`src/rtl/rps_pkg.sv`:
```
// Shared types and helpers for the rock-paper-scissors match scorer.
package rps_pkg;

    typedef enum logic [2:0] {
        StIdle = 3'd0,
        StPlay = 3'd1,
        StWon  = 3'd2,
        StLost = 3'd3,
        StDraw = 3'd4
    } state_e;

    typedef enum logic [1:0] {
        RES_TIE  = 2'd0,
        RES_WIN  = 2'd1,
        RES_LOSE = 2'd2
    } result_e;

    // Bits needed to hold 0..max_val, never less than one.
    function automatic int unsigned score_width(input int unsigned max_val);
        return (max_val < 1) ? 1 : $clog2(max_val + 1);
    endfunction

    // A round where both win and lose are asserted scores as a tie.
    function automatic result_e decode_result(input logic win, input logic lose);
        if (win && !lose) return RES_WIN;
        if (lose && !win) return RES_LOSE;
        return RES_TIE;
    endfunction

endpackage

```
`src/rtl/rps_edge_detect.sv`:
```
// One-cycle rising-edge pulse of a level input; previous value resets to 0.
module rps_edge_detect (
    input  logic clock,
    input  logic reset_n,
    input  logic level,
    output logic rise
);

    logic prev_q;

    always_ff @(posedge clock or negedge reset_n) begin
        if (!reset_n) begin
            prev_q <= 1'b0;
        end else begin
            prev_q <= level;
        end
    end

    assign rise = level & ~prev_q;

endmodule

```
`src/rtl/rps_match_scorer.sv`:
```
// Best-of match scorer: counts round results, decides the match and drives status/LED.
module rps_match_scorer
    import rps_pkg::*;
#(
    parameter int unsigned WINS_TO_MATCH = 3,
    parameter int unsigned MAX_ROUNDS    = 9,
    parameter int unsigned BLINK_DIV     = 6_000_000
) (
    input  logic                                   clock,
    input  logic                                   reset_n,
    input  logic                                   start_match,
    input  logic                                   result_valid,
    input  logic                                   win_in,
    input  logic                                   lose_in,
    output logic [score_width(WINS_TO_MATCH)-1:0]  player_score,
    output logic [score_width(WINS_TO_MATCH)-1:0]  cpu_score,
    output logic [score_width(MAX_ROUNDS)-1:0]     round_count,
    output logic                                   round_strobe,
    output logic                                   match_active,
    output logic                                   match_won,
    output logic                                   match_lost,
    output logic                                   match_draw,
    output logic                                   result_led,
    output logic                                   protocol_err
);

    localparam int unsigned SW = score_width(WINS_TO_MATCH);
    localparam int unsigned RW = score_width(MAX_ROUNDS);
    localparam int unsigned BW = score_width(BLINK_DIV - 1);

    localparam logic [SW-1:0] WinsMax   = SW'(WINS_TO_MATCH);
    localparam logic [RW-1:0] RoundsMax = RW'(MAX_ROUNDS);
    localparam logic [BW-1:0] BlinkLast = BW'(BLINK_DIV - 1);

    logic start_rise, result_rise;

    rps_edge_detect u_start_edge (
        .clock   (clock),
        .reset_n (reset_n),
        .level   (start_match),
        .rise    (start_rise)
    );

    rps_edge_detect u_result_edge (
        .clock   (clock),
        .reset_n (reset_n),
        .level   (result_valid),
        .rise    (result_rise)
    );

    state_e        state_q, state_d;
    logic [SW-1:0] player_q, player_d, cpu_q, cpu_d;
    logic [RW-1:0] round_q, round_d;
    logic [BW-1:0] blink_q, blink_d;
    logic          err_q, err_d;
    logic          strobe_q, strobe_d;
    logic          active_q, active_d, won_q, won_d, lost_q, lost_d, draw_q, draw_d;
    logic          led_q, led_d;
    result_e       res;

    // State register
    always_ff @(posedge clock or negedge reset_n) begin
        if (!reset_n) begin
            state_q  <= StIdle;
            player_q <= '0;
            cpu_q    <= '0;
            round_q  <= '0;
            blink_q  <= '0;
            err_q    <= 1'b0;
            strobe_q <= 1'b0;
            active_q <= 1'b0;
            won_q    <= 1'b0;
            lost_q   <= 1'b0;
            draw_q   <= 1'b0;
            led_q    <= 1'b0;
        end else begin
            state_q  <= state_d;
            player_q <= player_d;
            cpu_q    <= cpu_d;
            round_q  <= round_d;
            blink_q  <= blink_d;
            err_q    <= err_d;
            strobe_q <= strobe_d;
            active_q <= active_d;
            won_q    <= won_d;
            lost_q   <= lost_d;
            draw_q   <= draw_d;
            led_q    <= led_d;
        end
    end

    // Next-state and scoring; a restart wins over a coincident result edge.
    always_comb begin
        state_d  = state_q;
        player_d = player_q;
        cpu_d    = cpu_q;
        round_d  = round_q;
        err_d    = err_q;
        strobe_d = 1'b0;
        res      = decode_result(win_in, lose_in);

        if (start_rise) begin
            state_d  = StPlay;
            player_d = '0;
            cpu_d    = '0;
            round_d  = '0;
            err_d    = 1'b0;
        end else if (state_q == StPlay && result_rise) begin
            strobe_d = 1'b1;
            if (win_in && lose_in) err_d = 1'b1;
            case (res)
                RES_WIN:  if (player_q != WinsMax) player_d = player_q + 1'b1;
                RES_LOSE: if (cpu_q != WinsMax) cpu_d = cpu_q + 1'b1;
                default:  ;
            endcase
            if (round_q != RoundsMax) round_d = round_q + 1'b1;

            if (player_d == WinsMax)     state_d = StWon;
            else if (cpu_d == WinsMax)   state_d = StLost;
            else if (round_d == RoundsMax) state_d = StDraw;
        end
    end

    // Outputs are registered decodes of the next state so they line up with the counts.
    always_comb begin
        active_d = (state_d == StPlay);
        won_d    = (state_d == StWon);
        lost_d   = (state_d == StLost);
        draw_d   = (state_d == StDraw);
        blink_d  = '0;
        led_d    = 1'b0;

        if (state_d == StWon) begin
            if (state_q != StWon) begin
                led_d = 1'b1;
            end else if (blink_q == BlinkLast) begin
                led_d = ~led_q;
            end else begin
                blink_d = blink_q + 1'b1;
                led_d   = led_q;
            end
        end else if (state_d == StLost || state_d == StDraw) begin
            led_d = 1'b1;
        end
    end

    assign player_score = player_q;
    assign cpu_score    = cpu_q;
    assign round_count  = round_q;
    assign round_strobe = strobe_q;
    assign match_active = active_q;
    assign match_won    = won_q;
    assign match_lost   = lost_q;
    assign match_draw   = draw_q;
    assign result_led   = led_q;
    assign protocol_err = err_q;

endmodule

```
`config.mk`:
```
export PLATFORM = sky130hd
export DESIGN_NAME = rps_match_scorer
export DESIGN_NICKNAME = d
export VERILOG_FILES = /design/src/rtl/rps_pkg.sv /design/src/rtl/rps_edge_detect.sv /design/src/rtl/rps_match_scorer.sv
export SDC_FILE = /design/constraint.sdc
export NUM_CORES = 1
export LEC_CHECK = 0
export CORE_ASPECT_RATIO = 1.25
export CORE_MARGIN = 2
export CORE_UTILIZATION = 51
export CTS_CLUSTER_DIAMETER = 200
export DETAILED_ROUTE_END_ITERATION = 6
export PLACE_DENSITY_LB_ADDON = 0.25
export SYNTH_ARGS = -nofsm -noshare
export SYNTH_HDL_FRONTEND = slang
export SYNTH_SLANG_ARGS = --single-unit
```
`constraint.sdc`:
```
create_clock -name clock -period 2 [get_ports clock]
set_clock_uncertainty 0.05 [all_clocks]
set_input_delay 0.4 -clock clock [delete_from_list [all_inputs] [get_ports clock]]
set_output_delay 0.4 -clock clock [all_outputs]
set_load 0.03 [all_outputs]
```
[Word-level counts from Yosys, hierarchy flattened]
Cells that the tools add are included.
Word-level totals
  output and inout port bits: 15
  register bits after elaboration: 43
  logic and storage cells: 90
  bits of input ports: 6
Cells by class
  reduce and logical (&&, ||, !) cells: 10
  bitwise logic cells: 5
  equality and inequality tests: 16
  add/subtract/negate cells: 4
  mux-type cells: 41
Operator list (number)
  23-bit two-way mux: 3
  2-bit two-way mux: 16
  23-bit by 1-bit adder with 23-bit output (second input constant): 1
  23-bit equality test (second input constant): 1
  4-bit two-way mux: 5
  3-bit two-way mux: 5
  1-bit two-way mux: 12
  2-bit equality test (second input constant): 3
  3-bit by 1-bit equality test with 1-bit output (second input constant): 2
  3-bit by 2-bit equality test with 1-bit output (second input constant): 2
  2-bit by 1-bit adder with 2-bit output (second input constant): 2
  4-bit by 1-bit adder with 4-bit output (second input constant): 1
  4-bit equality test (second input constant): 1
  1-bit logical AND: 4
  2-bit inequality test (second input constant): 2
  4-bit inequality test (second input constant): 1
  2-bit nonzero test: 2
  3-bit equality test (second input constant): 1
  3-bit by 1-bit inequality test with 1-bit output (second input constant): 1
  3-bit by 2-bit inequality test with 1-bit output (second input constant): 1
  1-bit inverter: 3
  1-bit AND: 2
  2-bit by 1-bit equality test with 1-bit output (second input constant): 1
  1-bit zero test: 2
  other kinds (2): 2

[Depth between registers and ports, before layout]
Gate-level depths: netlist of the first run.
  depth after elaboration: 19
  gate-level depth with buffers: 7
  mapped depth without buffers: 7

[Cells and area by module]
A second synthesis of the first run with hierarchy kept.
Second synthesis, totals
  cells, all modules: 201
  area total of the unflattened synthesis: 2073.2 um^2
Modules (own cells, without submodules)
  rps_match_scorer: cells each 197, instances 1, area each 1995.7 um^2, sequential area each 1026.0 um^2
  rps_edge_detect: cells each 2, instances 2, area each 38.8 um^2, sequential area each 25.0 um^2

[Least setup slack after synthesis of the first run]
No wires, ideal clock.
  kind: register to register
  from: reg round_q[1], in the netlist round_count[1]
  to: reg blink_q[6]
  library setup time: 101 ps
  stages on the path, launching flop included: 8
  path buffers: 0
  arrival: 1907 ps
  clock period less this slack: 2058 ps
  path slack: -58 ps
  required time: 1849 ps
  path through: dfrtp_1 inv_1 ha_1 nor2b_1 mux2i_1 a2111oi_4 o21ai_2 nor4_1
Between the ends
  cells in the longest elaborated chain, start to end: 12
  elaborated cells between the ends (all ways): 13
  classes of those cells: add/sub: 1; eq/ne: 3; mux: 9
Ends and longest elaborated chain
  from (decl): RTL line rps_match_scorer.sv:53  | logic [RW-1:0] round_q, round_d;
  from (signal assigned): RTL line rps_match_scorer.sv:80  | round_q <= round_d;
  4-bit by 1-bit adder with 4-bit output / 4-bit inequality test (equally long branches): RTL line rps_match_scorer.sv:116  | if (round_q != RoundsMax) round_d = round_q + 1'b1;
  4-bit two-way mux *: RTL line rps_match_scorer.sv:116
  4-bit two-way mux *: RTL line rps_match_scorer.sv:108  | end else if (state_q == StPlay && result_rise) begin
  4-bit two-way mux *: RTL line rps_match_scorer.sv:102  | if (start_rise) begin
  4-bit equality test *: RTL line rps_match_scorer.sv:120  | else if (round_d == RoundsMax) state_d = StDraw;
  3-bit two-way mux *: RTL line rps_match_scorer.sv:120
  3-bit two-way mux *: RTL line rps_match_scorer.sv:119  | else if (cpu_d == WinsMax) state_d = StLost;
  3-bit two-way mux *: RTL line rps_match_scorer.sv:118  | if (player_d == WinsMax) state_d = StWon;
  3-bit two-way mux *: RTL line rps_match_scorer.sv:108
  3-bit two-way mux *: RTL line rps_match_scorer.sv:102
  net state_d[0]: RTL line rps_match_scorer.sv:51  | state_e state_q, state_d;
  3-bit by 2-bit equality test with 1-bit output *: RTL line rps_match_scorer.sv:133  | if (state_d == StWon) begin
  23-bit two-way mux *: RTL line rps_match_scorer.sv:133
  net blink_d[6]: RTL line rps_match_scorer.sv:54  | logic [BW-1:0] blink_q, blink_d;
  to (signal assigned): RTL line rps_match_scorer.sv:81  | blink_q <= blink_d;
  to (decl): RTL line rps_match_scorer.sv:54
The timed path passes the listed nets; every way through them passes the cells marked *. The select of a mux whose other input is x is not followed.
A chain may end at the register's enable or synchronous reset.

[Worst setup path after layout of the first run]
  from: reg round_q[0], in the netlist round_count[0]
  to: reg active_q, in the netlist match_active
Between the ends
  cells in the longest elaborated chain, start to end: 11
  elaborated cells between the ends (all ways): 12
  classes of those cells: add/sub: 1; eq/ne: 3; mux: 8
Ends and longest elaborated chain
  4-bit by 1-bit adder with 4-bit output / 4-bit inequality test (equally long branches): RTL line rps_match_scorer.sv:116
  4-bit two-way mux *: RTL line rps_match_scorer.sv:116
  4-bit two-way mux *: RTL line rps_match_scorer.sv:108
  4-bit two-way mux *: RTL line rps_match_scorer.sv:102
  4-bit equality test *: RTL line rps_match_scorer.sv:120
  3-bit two-way mux *: RTL line rps_match_scorer.sv:120
  3-bit two-way mux *: RTL line rps_match_scorer.sv:119
  3-bit two-way mux *: RTL line rps_match_scorer.sv:118
  3-bit two-way mux *: RTL line rps_match_scorer.sv:108
  3-bit two-way mux *: RTL line rps_match_scorer.sv:102
  3-bit by 1-bit equality test with 1-bit output *: RTL line rps_match_scorer.sv:126  | active_d = (state_d == StPlay);
  net active_d: RTL line rps_match_scorer.sv:57  | logic active_q, active_d, won_q, won_d, lost_q, lost_d, draw_q, draw_d;
  to (signal assigned): RTL line rps_match_scorer.sv:84  | active_q <= active_d;
  to (decl): RTL line rps_match_scorer.sv:57
Marks and branches as above.

==> results.toml, run 1 <==
[yosys]
syn-num-nets = 217
syn_avg_cell_area_um2 = 10.29
synth_edf_count = 0
yosysTopAreaCellShare_pct = 50.29
synth.area.top_cells = "dfrtp_1 (50%), nor2_1 (6.3%), xor2_1 (4.5%), xnor2_1 (4.1%), nand3_1 (2.8%)"
yosysTopAreaCell = "dfrtp_1"
synth_warnings = 0
ys_seq_area_share_pct = 50.29
async_flop_share_pct = 100.0
synth_cells = 208
ys_types = 44
netlist_area_mm2 = 0.002140
synth-main-ff-cell = "dfrtp_1"
synth_seq_cells = 43

[clock_tree]
cts.sinks = 43
clockBufferDepth = 2
path_clk_slew_ps = 80
cts_htree_levels = 2
insertion_delay_ps = 300
cts_tree = "done"
cts_made_buffers = 5
cts_root_buf = "clkbuf_8"

[sta]
post-route-period-util_pct = 96.50
rsz0062_at_grt = "no"
final_max_slew_viol_count = 0
tightestPinTransition_ps = 434.3
fmax_ghz = 0.5181
setup_viol = 0
relSlewSlack_pct = 70.78
finalWorstPathRequiredPeriod_ps = 1930
hold_viol = 0
setup_tns_ps = 0

[worst_setup_path]
cpMostUsedCell = "buf_4"
cp.required_ps = 2190
cp_slowest_stage_delay_ps = 450
critPathTopFamily = "compound AO/OA/AOI/OAI gates"
critPathBufInv = 2
cp_max_fo = 5
cp.arrival_ps = 2120
cpMaxStageDelayCell = "dfrtp_2"
cp.depth = 7
cp-start-kind = "flop"
end_kind = "flop"
criticalPathCategory = "flop to flop"
crit_path_cell_trace = "buf_4 > and3b_1 > o211ai_1 > buf_4 > a211oi_2 > a32oi_1 > o211a_1"
reg2reg_depth = 7

[power]
p_int_w = 0.001293
p_sw_share_pct = 26.26
powerDensity_mw_per_mm2 = 652.5
power.switching_w = 0.0004603
ir_drop_uv = 441.9
p_comb_share_pct = 15.2
seq_power_share_pct = 52.7
clockPowerShare_pct = 32.1
p_leak_nw = 1.133

[die]
die_area_mm2 = 0.004732
ios = 21
initial_core_util_pct = 52.62
die_y_um = 76.42
fp-row-count = 26
coreArea_mm2 = 0.004066
die_w_um = 61.93

[cells_and_area]
final_cell_mix = "dfrtp_1 (41), nor2_1 (36), clkdlybuf4s50_1 (19)"
fillers = 339
drive_gt1_share_pct = 16.73
diodes = 0
syn2layout_area_growth_pct = 25.56
seq_area_mm2 = 0.001079
multi_input_area_mm2 = 0.001054
fin_nets = 259
final_cell_area_mm2 = 0.002686
mostFrequentLayoutCell = "dfrtp_1"

[placement]
io_buffer_count = 20
gp_congestion = 0.8248
place_area_mm2 = 0.002555
dpl.hpwl_mm = 2.955

[grt]
grt_pass1_wl_mm = 7.010
antenna_found_initial = 0
grt_pass1_vias = 1589
grt_use_total_pct = 19.89
grt_overflow = 0
grt_max_degree = 44

[detailed_routing]
drt_drc_violations_left = 0
antenna_left = 0
drt_iter0_drc = 50
routed_wl_mm = 4.325
dr.pass1.iters = 4
via_per_inst = 5.309
vias = 1630
wl_per_cell_um = 14.09

[hold_path]
min_path_type = "input port to async pin"

[run_status]
status = "finished clean"

[job]
maxCapViolations = 0
==> final timing paths <==
path                                            start                    endpoint  slack, ps
max reg2reg                round_count[0]$_DFFE_PN0P_      match_active$_DFF_PN0_         70
min                                           reset_n       blink_q[15]$_DFF_PN0_         20
max in group asynchronous                     reset_n  round_count[1]$_DFFE_PN0P_       1670
min reg2reg                      blink_q[0]$_DFF_PN0_        blink_q[0]$_DFF_PN0_        460
max                        round_count[0]$_DFFE_PN0P_      match_active$_DFF_PN0_         70
min in group clock               blink_q[0]$_DFF_PN0_        blink_q[0]$_DFF_PN0_        460
==> state kept, by name (all words and copies together) (netlist names) <==
name / cells
match_won: 1
match_draw: 1
u_result_edge.prev_q: 1
player_score: 2
protocol_err: 1
blink_q: 23
match_lost: 1
state_q: 3
result_led: 1
round_strobe: 1
u_start_edge.prev_q: 1
cpu_score: 2
match_active: 1
round_count: 4
==> per-layer routing <==
metal	global-route usage [%]	part of all wire, %
met5	0	0
met4	7.660	2.2
met3	4.584	2.0
met2	35.16	54
met1	21.86	41
==> layout make-up <==
| class | instances | area share, % |
|---|---|---|
| tap | 56 | 2.608 |
| clock buffer | 7 | 3.214 |
| clock inverter | 1 | 0.1863 |
| inverter | 6 | 0.8384 |
| multi-input combinational | 154 | 39.22 |
| sequential | 43 | 40.15 |
| timing repair buffer | 40 | 13.79 |
==> timing repair <==
item,in CTS,in global routing
setup buffers,0,1
hold buffers,0,0
pin swaps,1,4
setup endpoints to repair,1,4
hold endpoints to repair,0,0
gates cloned,0,0
gates resized for setup,2,4
==> cell usage after synthesis (all sizes together), types with 4 or more instances <==
cell type,number
xor2,11
and3,8
o21ai,7
nand4,4
nand3,12
clkbuf,4
xnor2,10
inv,6
dfrtp,43
nor2b,6
a21oi,7
nor2,36
nand2,6
==> logic make-up (layout without fill, tap and decap cells) <==
group / after synthesis / count (layout) / synth area share [%]
DFF: 43 / 43 / 50.29
and+or+nand+nor: 98 / 98 / 26.02
xor gates and xnor gates: 21 / 21 / 8.596
AOI/OAI and AO/OA: 30 / 30 / 10.41
buffers and inverters: 11 / 54 / 1.988
adders and majority gates: 3 / 3 / 1.755
muxes: 2 / 2 / 0.9357
==> power groups by stage <==
stage	sequential (W)	clock [W]	combinational (W)
after detailed placement	0.000939	0	0.000258
final	0.000924	0.000562	0.000267
after global routing	0.000928	0.000619	0.000290
after floorplan	0.000984	0	0.0000888
after CTS	0.000922	0.000580	0.000259
after global placement	0.000938	0	0.000256
==> stage by stage <==
step / hold WS [ps] / setup slack [ps] / power (W) / instances / util (%)
3_5_place_dp: 343.6 / -144.8 / 0.001197 / 298 / 62.83
3_3_place_gp: 342.6 / -83.33 / 0.001195 / 298 / 62.83
6_report: 15.30 / 70.02 / 0.001753 / 307 / 66.06
5_1_grt: 23.09 / 5.994 / 0.001836 / 307 / 66.06
2_1_floorplan: 54.41 / 60.48 / 0.001073 / 208 / -
4_1_cts: 19.07 / 11.18 / 0.001761 / 306 / 65.29
(Power assumes the default switching activity.)
==> run 2, diff against run 1 <==
--- a/config.mk
+++ b/config.mk
@@ -10,6 +10,7 @@
 export CORE_UTILIZATION = 51
 export CTS_CLUSTER_DIAMETER = 200
 export DETAILED_ROUTE_END_ITERATION = 6
+export HOLD_SLACK_MARGIN = 0.05
 export PLACE_DENSITY_LB_ADDON = 0.25
 export SYNTH_ARGS = -nofsm -noshare
 export SYNTH_HDL_FRONTEND = slang
==> run 2 against run 1 <==
Against the previous run: cell area grew 0.37%; core utilization grew 0.25 points; via count grew 0.31%; critical endpoint unchanged; cell count grew 0.33%; non-clock buffer count grew 1; worst setup slack is essentially flat.
==> results.toml, run 2 (synthesized netlist as in run 1, its figures left out) <==
[run_status]
status = "finished clean"

[worst_setup_path]
cp.required_ps = 2190
r2r-start = "round_count[0]$_DFFE_PN0P_"
reg2reg_slack_ps = 70
startpoint = "round_count[0]$_DFFE_PN0P_"
end_kind = "flop"
reg2reg_depth = 7
cpMaxStageDelayCell = "dfrtp_2"
cp-start-kind = "flop"
critPathBufInv = 2
critPathTopFamily = "compound AO/OA/AOI/OAI gates"
cp.arrival_ps = 2120
criticalPathCategory = "flop to flop"
cpMostUsedCell = "buf_4"
crit_path_cell_trace = "buf_4 > and3b_1 > o211ai_1 > buf_4 > a211oi_2 > a32oi_1 > o211a_1"
cp_max_fo = 5
cp_slowest_stage_delay_ps = 450
r2r-end = "match_active$_DFF_PN0_"

[power]
clockPowerShare_pct = 32.0
ir_drop_uv = 441.4
p_int_w = 0.001294
power.switching_w = 0.0004603
p_sw_share_pct = 26.24
p_leak_nw = 1.137
p_comb_share_pct = 15.3
powerDensity_mw_per_mm2 = 650.6
seq_power_share_pct = 52.7

[clock_tree]
clockBufferDepth = 2
cts.sinks = 43
cts_root_buf = "clkbuf_8"
cts_tree = "done"
insertion_delay_ps = 300
cts_htree_levels = 2
path_clk_slew_ps = 80
cts_made_buffers = 5

[grt]
grt_max_degree = 44
antenna_found_initial = 0
grt_use_met1_pct = 21.86
grt_use_total_pct = 19.95
grt_pass1_vias = 1601
grt_pass1_wl_mm = 7.038
top_usage_layer = "met2"
grt_use_met3_pct = 4.584
met2_usage_pct = 35.37
grt_overflow = 0

[die]
fp-row-count = 26
ios = 21
initial_core_util_pct = 52.62
die_w_um = 61.93
coreArea_mm2 = 0.004066
die_y_um = 76.42
die_area_mm2 = 0.004732

[sta]
fmax_ghz = 0.5181
setup_viol = 0
relSlewSlack_pct = 70.78
finalWorstPathRequiredPeriod_ps = 1930
hold_viol = 0
setup_tns_ps = 0
final_max_slew_viol_count = 0
post-route-period-util_pct = 96.51
worst_slack_ps = 69.73
rsz0062_at_grt = "no"
tightestPinTransition_ps = 434.3

[cells_and_area]
syn2layout_area_growth_pct = 26.02
diodes = 0
final_cell_mix = "dfrtp_1 (41), nor2_1 (36), clkdlybuf4s50_1 (19)"
largest_reg_flops = 23
fin_nets = 260
drive_gt1_share_pct = 16.67
final_cells = 308
top_register = "blink_q"
mostFrequentLayoutCell = "dfrtp_1"

[detailed_routing]
drt_drc_violations_left = 0
dr.pass1.iters = 4
vias = 1635
wl_per_cell_um = 14.06
routed_wl_mm = 4.332
via_per_inst = 5.308
antenna_left = 0
drt_iter0_drc = 43

[hold_path]
min_path_type = "flop to flop"
hold_depth = 1
holdPathEnd = "blink_q[0]$_DFF_PN0_"
hold_path_startpoint = "blink_q[0]$_DFF_PN0_"

[placement]
gp_congestion = 0.8248
dpl.hpwl_mm = 2.955
pre_cts_ws_ps = -144.8
dp.cells = 298
io_buffer_count = 20

[job]
maxCapViolations = 0
## run 2: per-stage QoR
stage	utilization (%)	hold WS, ps	cell area (µm²)	total power (W)
2_1_floorplan	-	54.41	2142	0.001073
3_3_place_gp	62.83	342.6	2555	0.001195
3_5_place_dp	62.83	343.6	2555	0.001197
4_1_cts	65.54	463.5	2665	0.001763
5_1_grt	66.31	487.2	2696	0.001838
6_report	66.31	458.8	2696	0.001754
## run 2: how the worst max path moves through the flow
stage | endpoint | slack (ps) | cells after the start
2_1_floorplan | blink_q[6]$_DFF_PN0_ | 60 | 7
3_3_place_gp | result_led$_DFFE_PN0P_ | -80 | 7
3_5_place_dp | blink_q[6]$_DFF_PN0_ | -140 | 6
4_1_cts | blink_q[6]$_DFF_PN0_ | 10 | 6
5_1_grt | result_led$_DFFE_PN0P_ | 6 | 7
6_report | match_active$_DFF_PN0_ | 70 | 7
## run 2: worst register-to-register path: cells and delay by family (launching register included)
kind	cells	cell delay, ps
flip-flops	1	450
buffers and inverters	2	340
AND/OR/NAND/NOR	1	150
AO/OA/AOI/OAI	4	880
## run 2: final cells by class
cell class | count | area (µm²)
clock buffers | 7 | 86.33
clock inverters | 1 | 5.005
fillers | 338 | 1370
inverters | 6 | 22.52
multi-input cells | 154 | 1054
flip-flops and latches | 43 | 1079
well taps | 56 | 70.07
repair buffers | 41 | 380.4
## run 2: what timing repair did
item                       in CTS  in global routing
hold buffers                    1                  0
pin swaps                       1                  4
setup endpoints to repair       1                  4
cloned                          0                  0
hold endpoints to repair       43                  0
buffers inserted                0                  1
resized for setup               2                  4
## run 2: power groups by stage
stage                     registers (W)   logic, W  clock network, W
after global routing           0.000928   0.000292          0.000619
final                          0.000924   0.000268          0.000562
after CTS                      0.000922   0.000260          0.000580
after detailed placement       0.000939   0.000258                 0
after floorplan                0.000984  0.0000888                 0
after global placement         0.000938   0.000256                 0
## run 2: layer usage
layer / wire [µm] / up-vias
met5: 0 / -
met4: 96 / 0
met3: 88 / 10
met1: 1795 / 786
met2: 2351 / 23
li1: - / 816
